===== config.mk =====
export PLATFORM = sky130hd
export DESIGN_NAME = servo_pwm_controller
export DESIGN_NICKNAME = d
export VERILOG_FILES = /design/src/rtl/servo_pkg.sv /design/src/rtl/servo_tick_gen.sv /design/src/rtl/servo_pwm_controller.sv
export SDC_FILE = /design/constraint.sdc
export NUM_CORES = 1
export LEC_CHECK = 0
export ABC_AREA = 1
export BUFFER_PORTS_ARGS = -buffer_cell sky130_fd_sc_hd__buf_2
export CORE_UTILIZATION = 40
export DETAILED_ROUTE_END_ITERATION = 8
export PLACE_DENSITY_LB_ADDON = 0.1
export SLEW_MARGIN = 10
export SYNTH_ARGS = -nofsm -noshare
export SYNTH_HDL_FRONTEND = slang
export SYNTH_SLANG_ARGS = --single-unit

===== constraint.sdc =====
create_clock -name Main_clock -period 3.7 [get_ports Main_clock]
set_clock_uncertainty 0.2 [all_clocks]
set_input_delay 0.74 -clock Main_clock [delete_from_list [all_inputs] [get_ports Main_clock]]
set_output_delay 0.74 -clock Main_clock [all_outputs]
set_load 0.005 [all_outputs]

===== src/rtl/servo_pkg.sv =====
// Shared servo timing constants and pulse-width helper for the PWM controller and channel selector.
package servo_pkg;

  localparam int unsigned FRAME_US     = 32'd20000;
  localparam int unsigned MIN_PULSE_US = 32'd1000;
  localparam int unsigned SPAN_US      = 32'd1000;
  localparam int unsigned DUTY_W       = 32'd8;

  // High time in ticks: fixed minimum plus duty-scaled span, truncated toward zero.
  function automatic logic [31:0] pulse_ticks(input logic [DUTY_W-1:0] duty,
                                              input int unsigned freq);
    logic [31:0] span;
    span = (32'(duty) * SPAN_US * freq) >> 8'd8;
    return (MIN_PULSE_US * freq) + span;
  endfunction

endpackage


===== src/rtl/servo_tick_gen.sv =====
// Clock-enable divider: pulses tick for one Main_clock cycle every in_freq/out_freq cycles.
module servo_tick_gen #(
  parameter int unsigned in_freq  = 50,
  parameter int unsigned out_freq = 50
) (
  input  logic Main_clock,
  input  logic reset,
  output logic tick
);

  localparam int unsigned DIV   = in_freq / out_freq;
  localparam int          DIV_W = (DIV > 1) ? $clog2(DIV) : 1;

  logic [DIV_W-1:0] div_r;
  logic             at_end_s;

  // With DIV==1 the divider is pinned at zero, so tick is constantly high.
  assign at_end_s = (div_r == DIV_W'(DIV - 32'd1));
  assign tick     = at_end_s;

  // Divider counts 0..DIV-1 and wraps.
  always_ff @(posedge Main_clock or negedge reset) begin
    if (!reset) begin
      div_r <= '0;
    end else if (at_end_s) begin
      div_r <= '0;
    end else begin
      div_r <= div_r + DIV_W'(1);
    end
  end

endmodule


===== src/rtl/servo_pwm_controller.sv =====
// Single-channel 50 Hz hobby-servo PWM generator (1.0..~2.0 ms pulse from an 8-bit code).
// Define SERVO_SHADOW_EN to latch duty_cycle once per frame; otherwise the live code is used.
module servo_pwm_controller
  import servo_pkg::*;
#(
  parameter int unsigned in_freq  = 50,
  parameter int unsigned out_freq = 50
) (
  input  logic              Main_clock,
  input  logic              reset,
  input  logic [DUTY_W-1:0] duty_cycle,
  output logic              servo_pwm
);

  localparam int unsigned FRAME = FRAME_US * out_freq;
  localparam int          CNT_W = $clog2(FRAME) + 1;

  logic             tick_s;
  logic             running_r;
  logic             wrap_s;
  logic             start_s;
  logic [CNT_W-1:0] frame_cnt_r;
  logic [31:0]      high_s;

  servo_tick_gen #(
    .in_freq  (in_freq),
    .out_freq (out_freq)
  ) u_tick (
    .Main_clock (Main_clock),
    .reset      (reset),
    .tick       (tick_s)
  );

  // A frame begins on the first tick after reset and on every counter wrap.
  assign wrap_s  = (frame_cnt_r == CNT_W'(FRAME - 32'd1));
  assign start_s = tick_s && (!running_r || wrap_s);

  // Frame counter advances one step per tick; the frame-start tick leaves it at zero.
  always_ff @(posedge Main_clock or negedge reset) begin
    if (!reset) begin
      running_r   <= 1'b0;
      frame_cnt_r <= '0;
    end else if (tick_s) begin
      running_r <= 1'b1;
      if (start_s) begin
        frame_cnt_r <= '0;
      end else begin
        frame_cnt_r <= frame_cnt_r + CNT_W'(1);
      end
    end
  end

`ifdef SERVO_SHADOW_EN
  logic [DUTY_W-1:0] shadow_r;

  // Position code is frozen for the whole frame so pulses are never runts.
  always_ff @(posedge Main_clock or negedge reset) begin
    if (!reset) begin
      shadow_r <= '0;
    end else if (start_s) begin
      shadow_r <= duty_cycle;
    end
  end

  assign high_s = pulse_ticks(shadow_r, out_freq);
`else
  assign high_s = pulse_ticks(duty_cycle, out_freq);
`endif

  // Registered output; held low until the first frame has actually started.
  always_ff @(posedge Main_clock or negedge reset) begin
    if (!reset) begin
      servo_pwm <= 1'b0;
    end else begin
      servo_pwm <= running_r && (32'(frame_cnt_r) < high_s);
    end
  end

endmodule


# Word-level counts from Yosys, hierarchy flattened
# Cells that the tools add are included.
# totals
ramBits,0
latchBits,0
word_cells,18
n_memories,0
in_bits,10
rom_bits,0
regBits,24
# op_classes
n_mux,2
addsub,3
n_eq_ne,1
bitwise,1
n_shift,0
n_lt_le_gt_ge,1
n_div,0
reduce_logical,4
multipliers,2
# ops
cell,n
$add A21 B1 Y21 const B,1
$eq A21 B20 Y1 const B,1
$lt A21 B17 Y1,1
$mux W21,1
$mul A15 B5 Y20 const B,1
$add A16 B16 Y17 const A,1
$mul A8 B7 Y15 const B,1
$logic_and A1 B1 Y1,2
$add A1 B1 Y1 const B,1
$logic_not A1 Y1,1
$logic_or A1 B1 Y1,1
$mux W1,1
$not A1 Y1,1

# Logic depth before layout (Yosys ltp)
# depth
ltp_word,5
depth_mapped,40
ltp_nobuf,40

# Hierarchy
# From an unflattened synthesis, not the netlist that was laid out.
# hier_totals
hier_cells,708
area_unflattened_um2,5123.7
# by_module_without_submodules
module,cells_per_inst,area_each_um2,seq_area_each_um2,instances
servo_pwm_controller,706,5112.4,575.6,1
servo_tick_gen,2,11.3,0.0,1

# Least setup slack after synthesis
# No wires, ideal clock.
# synth_path
path_type,input to register
start,in duty_cycle[0]
end,reg servo_pwm
cell_stages,36
slack_ns,-3.787
t_arrival_ns,7.215
required_time_ns,3.428
cell_sequence,fa_1 > xor2_1 > ha_1 > fa_1 > inv_1 > fa_1 > inv_1 > ha_1 > nand2_1 > nand2_1 > nand2_1 > nand2_1 > a21oi_1 > o21ai_1 > xor2_1 > ha_1 > ha_1 > inv_1 > fa_1 > inv_1 > ha_1 > nand2_1 > nand2_1 > a21o_1 > nor2_1 > nand3_1 > nand2_1 > nand3_1 > o21ai_0 > nand2_1 > ha_1 > a21oi_1 > nor2_1 > a2111oi_0 > nand3_1 > nor2_1
# synth_via
elab_chain_len,5
# synth_lines
item,line,source
start: declaration,servo_pwm_controller.sv:11,"input logic [DUTY_W-1:0] duty_cycle,"
$mul A8 B7 Y15,servo_pkg.sv:13,span = (32'(duty) * SPAN_US * freq) >> 8'd8;
$mul A15 B5 Y20,servo_pkg.sv:13,
$add A16 B16 Y17,servo_pkg.sv:14,return (MIN_PULSE_US * freq) + span;
$lt A21 B17 Y1,servo_pwm_controller.sv:75,servo_pwm <= running_r && (32'(frame_cnt_r) < high_s);
$logic_and A1 B1 Y1,servo_pwm_controller.sv:75,
end signal: assignment,servo_pwm_controller.sv:75,
end: declaration,servo_pwm_controller.sv:12,output logic servo_pwm
# Every way passes these cells.
# A chain may end at the register's enable or synchronous reset.

# Worst setup path in the final report
# layout_path
start,in duty_cycle[2]
end,reg servo_pwm
# Same word-level chain as after synthesis.

==> impl_table.tex <==
\begin{tabular}{lr}
\hline
Metric & Value \\
\hline
\multicolumn{2}{l}{\textbf{Routing}} \\
Via density per instance & 4.792 \\
Mean routed wirelength per cell & 12.03 microns \\
Uppermost routed layer & met4 \\
Routed wire length & 11,590 microns \\
Routed length on met3 & 314 microns \\
Met1 wire length & 5671 microns \\
Vias & 4,615 \\
Pre-Repair DR Iteration Count & 5 \\
Antenna-violating nets left & 0 \\
DRC violation count after routing & 0 \\
Number of violations reported at the end of detailed-routing iteration 0 & roughly 210 \\
Routed length on met2 & 5564 microns \\
\multicolumn{2}{l}{\textbf{Setup path}} \\
Critical path buffers and inverters & 9 \\
Max Fanout on Critical Path & 5 \\
Worst Setup End Kind & flip-flop \\
Critical Path Source & duty\_cycle[2] \\
CP top delay family & adder cells \\
Largest stage delay on the critical path & 0.57 ns \\
Worst R2R Start & frame\_cnt\_r[0]\$\_DFF\_PN0\_ \\
Slowest stage cell, crit path & sky130\_fd\_sc\_hd\_\_fa\_1 \\
Top cell by count, worst path & sky130\_fd\_sc\_hd\_\_nand2\_1 \\
Worst Path Arrival & 7.42 ns \\
Element type at the critical path start & input port \\
Worst EP required & 3.70 ns \\
Path type of the worst setup path & in -> reg \\
Internal reg-to-reg setup slack & 1.24 ns \\
\multicolumn{2}{l}{\textbf{Final layout}} \\
Leading cell type in the layout, fill and taps excluded & sky130\_fd\_sc\_hd\_\_inv\_1 \\
Reg area & 575.6 sq um \\
Layout cell share with drive strength beyond 1 & 0.3015 \\
Diodes inserted & 0 \\
Number of nets in the layout & 957 \\
Number of standard cells in the layout, taps in and fillers out & just under 1,000 \\
Highest-count cells in the layout ignoring fill and taps & sky130\_fd\_sc\_hd\_\_inv\_1 (149), sky130\_fd\_sc\_hd\_\_buf\_4 (123), sky130\_fd\_sc\_hd\_\_nand2\_1 (122), sky130\_fd\_sc\_hd\_\_ha\_1 (89), sky130\_fd\_sc\_hd\_\_nor2\_1 (37) \\
Area used by multi-input combinational logic & 4224 sq um \\
Number of filler cells placed in the layout & around 1,200 \\
Post-layout instance area & 6668 sq um \\
Layout-stage area growth over the synthesis result & 35.29\% \\
\multicolumn{2}{l}{\textbf{CTS}} \\
Clock tree from TritonCTS & yes \\
Reg clk slew, reported paths & $\sim$0.060 ns \\
CTS H-tree lvls & 1 \\
Master cell of the clock root buffer & sky130\_fd\_sc\_hd\_\_clkbuf\_16 \\
Max Root-Sink Buffers & 2 \\
Clock buffer count from CTS & 3 \\
Number of clock sinks & 23 \\
Clock latency on the worst-skew pair & 0.26 ns \\
\multicolumn{2}{l}{\textbf{Yosys}} \\
Gate count after technology mapping & 680 \\
Number of unique standard cell types used by synthesis & 47 \\
Fraction of the yosys area taken by sequential cells & 0.1168 \\
Synth Flop Type & sky130\_fd\_sc\_hd\_\_dfrtp\_1 \\
Synthesis warning total & 0 \\
Synth Net Count & between 800 and 900 \\
Post-synthesis instance area & just under 5000 sq um \\
Number of enable-type register cells in the synthesized netlist & 0 \\
Flip-flop and latch count after synthesis & 23 \\
Post-synthesis async set-or-reset flop share & 1.000 \\
Syn\_area\_per\_cell & 7.248 sq um \\
\multicolumn{2}{l}{\textbf{Run status}} \\
Result of the run & finished with violations \\
Violated checks & setup timing \\
\multicolumn{2}{l}{\textbf{Floorplan}} \\
Effective utilization at floorplan & 0.4103 \\
\# IOs & 11 \\
FP Rows & 40 \\
Core Area & 12,010 sq um \\
Chip width & 113 microns \\
Area enclosed by the die boundary & 12,770 sq um \\
Height of the die & 113 microns \\
\multicolumn{2}{l}{\textbf{Global route}} \\
First-pass GRT wire length & roughly 20,000 microns \\
Overflow left after global routing & 0 \\
Antenna violations before repair & 0 \\
Global router's overall resource usage & 0.1927 \\
Maximum number of pins on one net before global-route repair & 24 \\
Number of global-route vias before repair & approximately 4,600 \\
\multicolumn{2}{l}{\textbf{Placement}} \\
Pre-CTS setup slack & -4.222 ns \\
Placed cells & around 940 \\
Port Buffer Count & 10 \\
Total half-perimeter wirelength after legalization and detailed placement & 10,020 microns \\
Cell Area, Placed & 6117 sq um \\
Global placer's final weighted congestion & $\sim$0.81 \\
\multicolumn{2}{l}{\textbf{STA}} \\
Setup Viol. Count Final & 1 \\
Fmax & 134.7 MHz \\
Number of max-slew violations in the final report & 0 \\
Worst-case headroom to the max-slew limit & 0.6459 \\
Transition time at the pin with the least slew margin & 0.5311 ns \\
Unrepaired setup endpoints after global routing & yes \\
Slack of the critical path & -3.723 ns \\
Final min period & 7.423 ns \\
Ratio of final minimum period to clock period & 2.006 \\
Final hold violation count & 0 \\
Setup TNS & -3.723 ns \\
\multicolumn{2}{l}{\textbf{Worst hold path}} \\
Tightest Hold Check Type & in -> async \\
\multicolumn{2}{l}{\textbf{Job}} \\
Max capacitance violation total & 0 \\
\hline
\end{tabular}
-- final timing paths --
kind | end | cells after the start
min | frame_cnt_r[19]$_DFF_PN0_ | 1
max | servo_pwm$_DFF_PN0_ | 41
min reg2reg | frame_cnt_r[0]$_DFF_PN0_ | 1
max in group asynchronous | frame_cnt_r[2]$_DFF_PN0_ | 1
max reg2reg | frame_cnt_r[2]$_DFF_PN0_ | 10
min in group Main_clock | frame_cnt_r[0]$_DFF_PN0_ | 1
-- flip-flops by register name, indices dropped and copies added (netlist names) --
name and cells:
running_r 1, frame_cnt_r 21, servo_pwm 1
-- metal layers --
layer / up-vias / track usage
li1: 2415 / -
met4: 0 / 0.007895
met5: - / 0
met2: 50 / 0.3370
met3: 4 / 0.02250
met1: 2146 / 0.2682
-- per-stage QoR --
step	util	hold WS, ns
after global routing	0.5551	0.2892
after detailed placement	0.5093	0.2814
after floorplan	-	0.2444
after CTS	0.5382	0.2684
final	0.5551	0.2498
after global placement	0.5093	0.2774
-- synthesized netlist by cell type (3+ instances only) --
master | n | share of area
sky130_fd_sc_hd__nand4_1 | 10 | 0.013
sky130_fd_sc_hd__o21ai_0 | 14 | 0.014
sky130_fd_sc_hd__fa_1 | 31 | 0.13
sky130_fd_sc_hd__nand2_2 | 11 | 0.014
sky130_fd_sc_hd__xor2_1 | 16 | 0.028
sky130_fd_sc_hd__dfrtp_1 | 23 | 0.12
sky130_fd_sc_hd__ha_1 | 99 | 0.25
sky130_fd_sc_hd__nand3b_1 | 4 | 0.0061
sky130_fd_sc_hd__nor4_1 | 3 | 0.0038
sky130_fd_sc_hd__a21oi_1 | 26 | 0.026
sky130_fd_sc_hd__nor2_1 | 46 | 0.035
sky130_fd_sc_hd__nor3_1 | 9 | 0.0091
sky130_fd_sc_hd__nand3_1 | 35 | 0.036
sky130_fd_sc_hd__nor2_2 | 5 | 0.0063
sky130_fd_sc_hd__xnor2_1 | 8 | 0.014
sky130_fd_sc_hd__inv_1 | 156 | 0.12
sky130_fd_sc_hd__o21ai_1 | 3 | 0.0030
sky130_fd_sc_hd__nand2_1 | 143 | 0.11
-- worst reg2reg max path, cell delays in order, from the launching register on --
cell                       delay [ns]
sky130_fd_sc_hd__dfrtp_1         0.38
sky130_fd_sc_hd__ha_1            0.20
sky130_fd_sc_hd__nand2_1         0.07
sky130_fd_sc_hd__nor2_2          0.21
sky130_fd_sc_hd__inv_2           0.12
sky130_fd_sc_hd__nor4_1          0.40
sky130_fd_sc_hd__nand3_1         0.13
sky130_fd_sc_hd__nand2_1         0.11
sky130_fd_sc_hd__clkinv_1        0.29
sky130_fd_sc_hd__o21ai_0         0.18
sky130_fd_sc_hd__a21oi_1         0.07
-- layout make-up --
class                           count  share of cell area
Clock buffer                        3             0.01126
Tap cell                          147             0.02758
Sequential cell                    23             0.08632
Clock inverter                      1           0.0007506
Inverter                          159             0.08951
Timing Repair Buffer              134              0.1511
Multi-Input combinational cell    496              0.6335
-- what timing repair did --
action                     CTS  global route
buffers inserted             9             6
pin swaps                   52            31
setup endpoints to repair    1             1
gates resized for setup     49            31
hold buffers                 0             0
-- cell families (layout without fill, tap and decap cells) --
kind of cell | count (synthesis) | after routing | synth area share
and+or+nand+nor | 278 | 278 | 0.2559
buffers and inverters | 161 | 297 | 0.1231
adders and majority gates | 130 | 130 | 0.3773
AOI/OAI and AO/OA | 60 | 60 | 0.07363
xor gates and xnor gates | 27 | 27 | 0.05255
DFF | 23 | 23 | 0.1168
other | 1 | 1 | 0.0007609
Power is left out: the tool's default activity adds up to more than one toggle a clock period on the data nets, which glitch-free logic cannot reach.
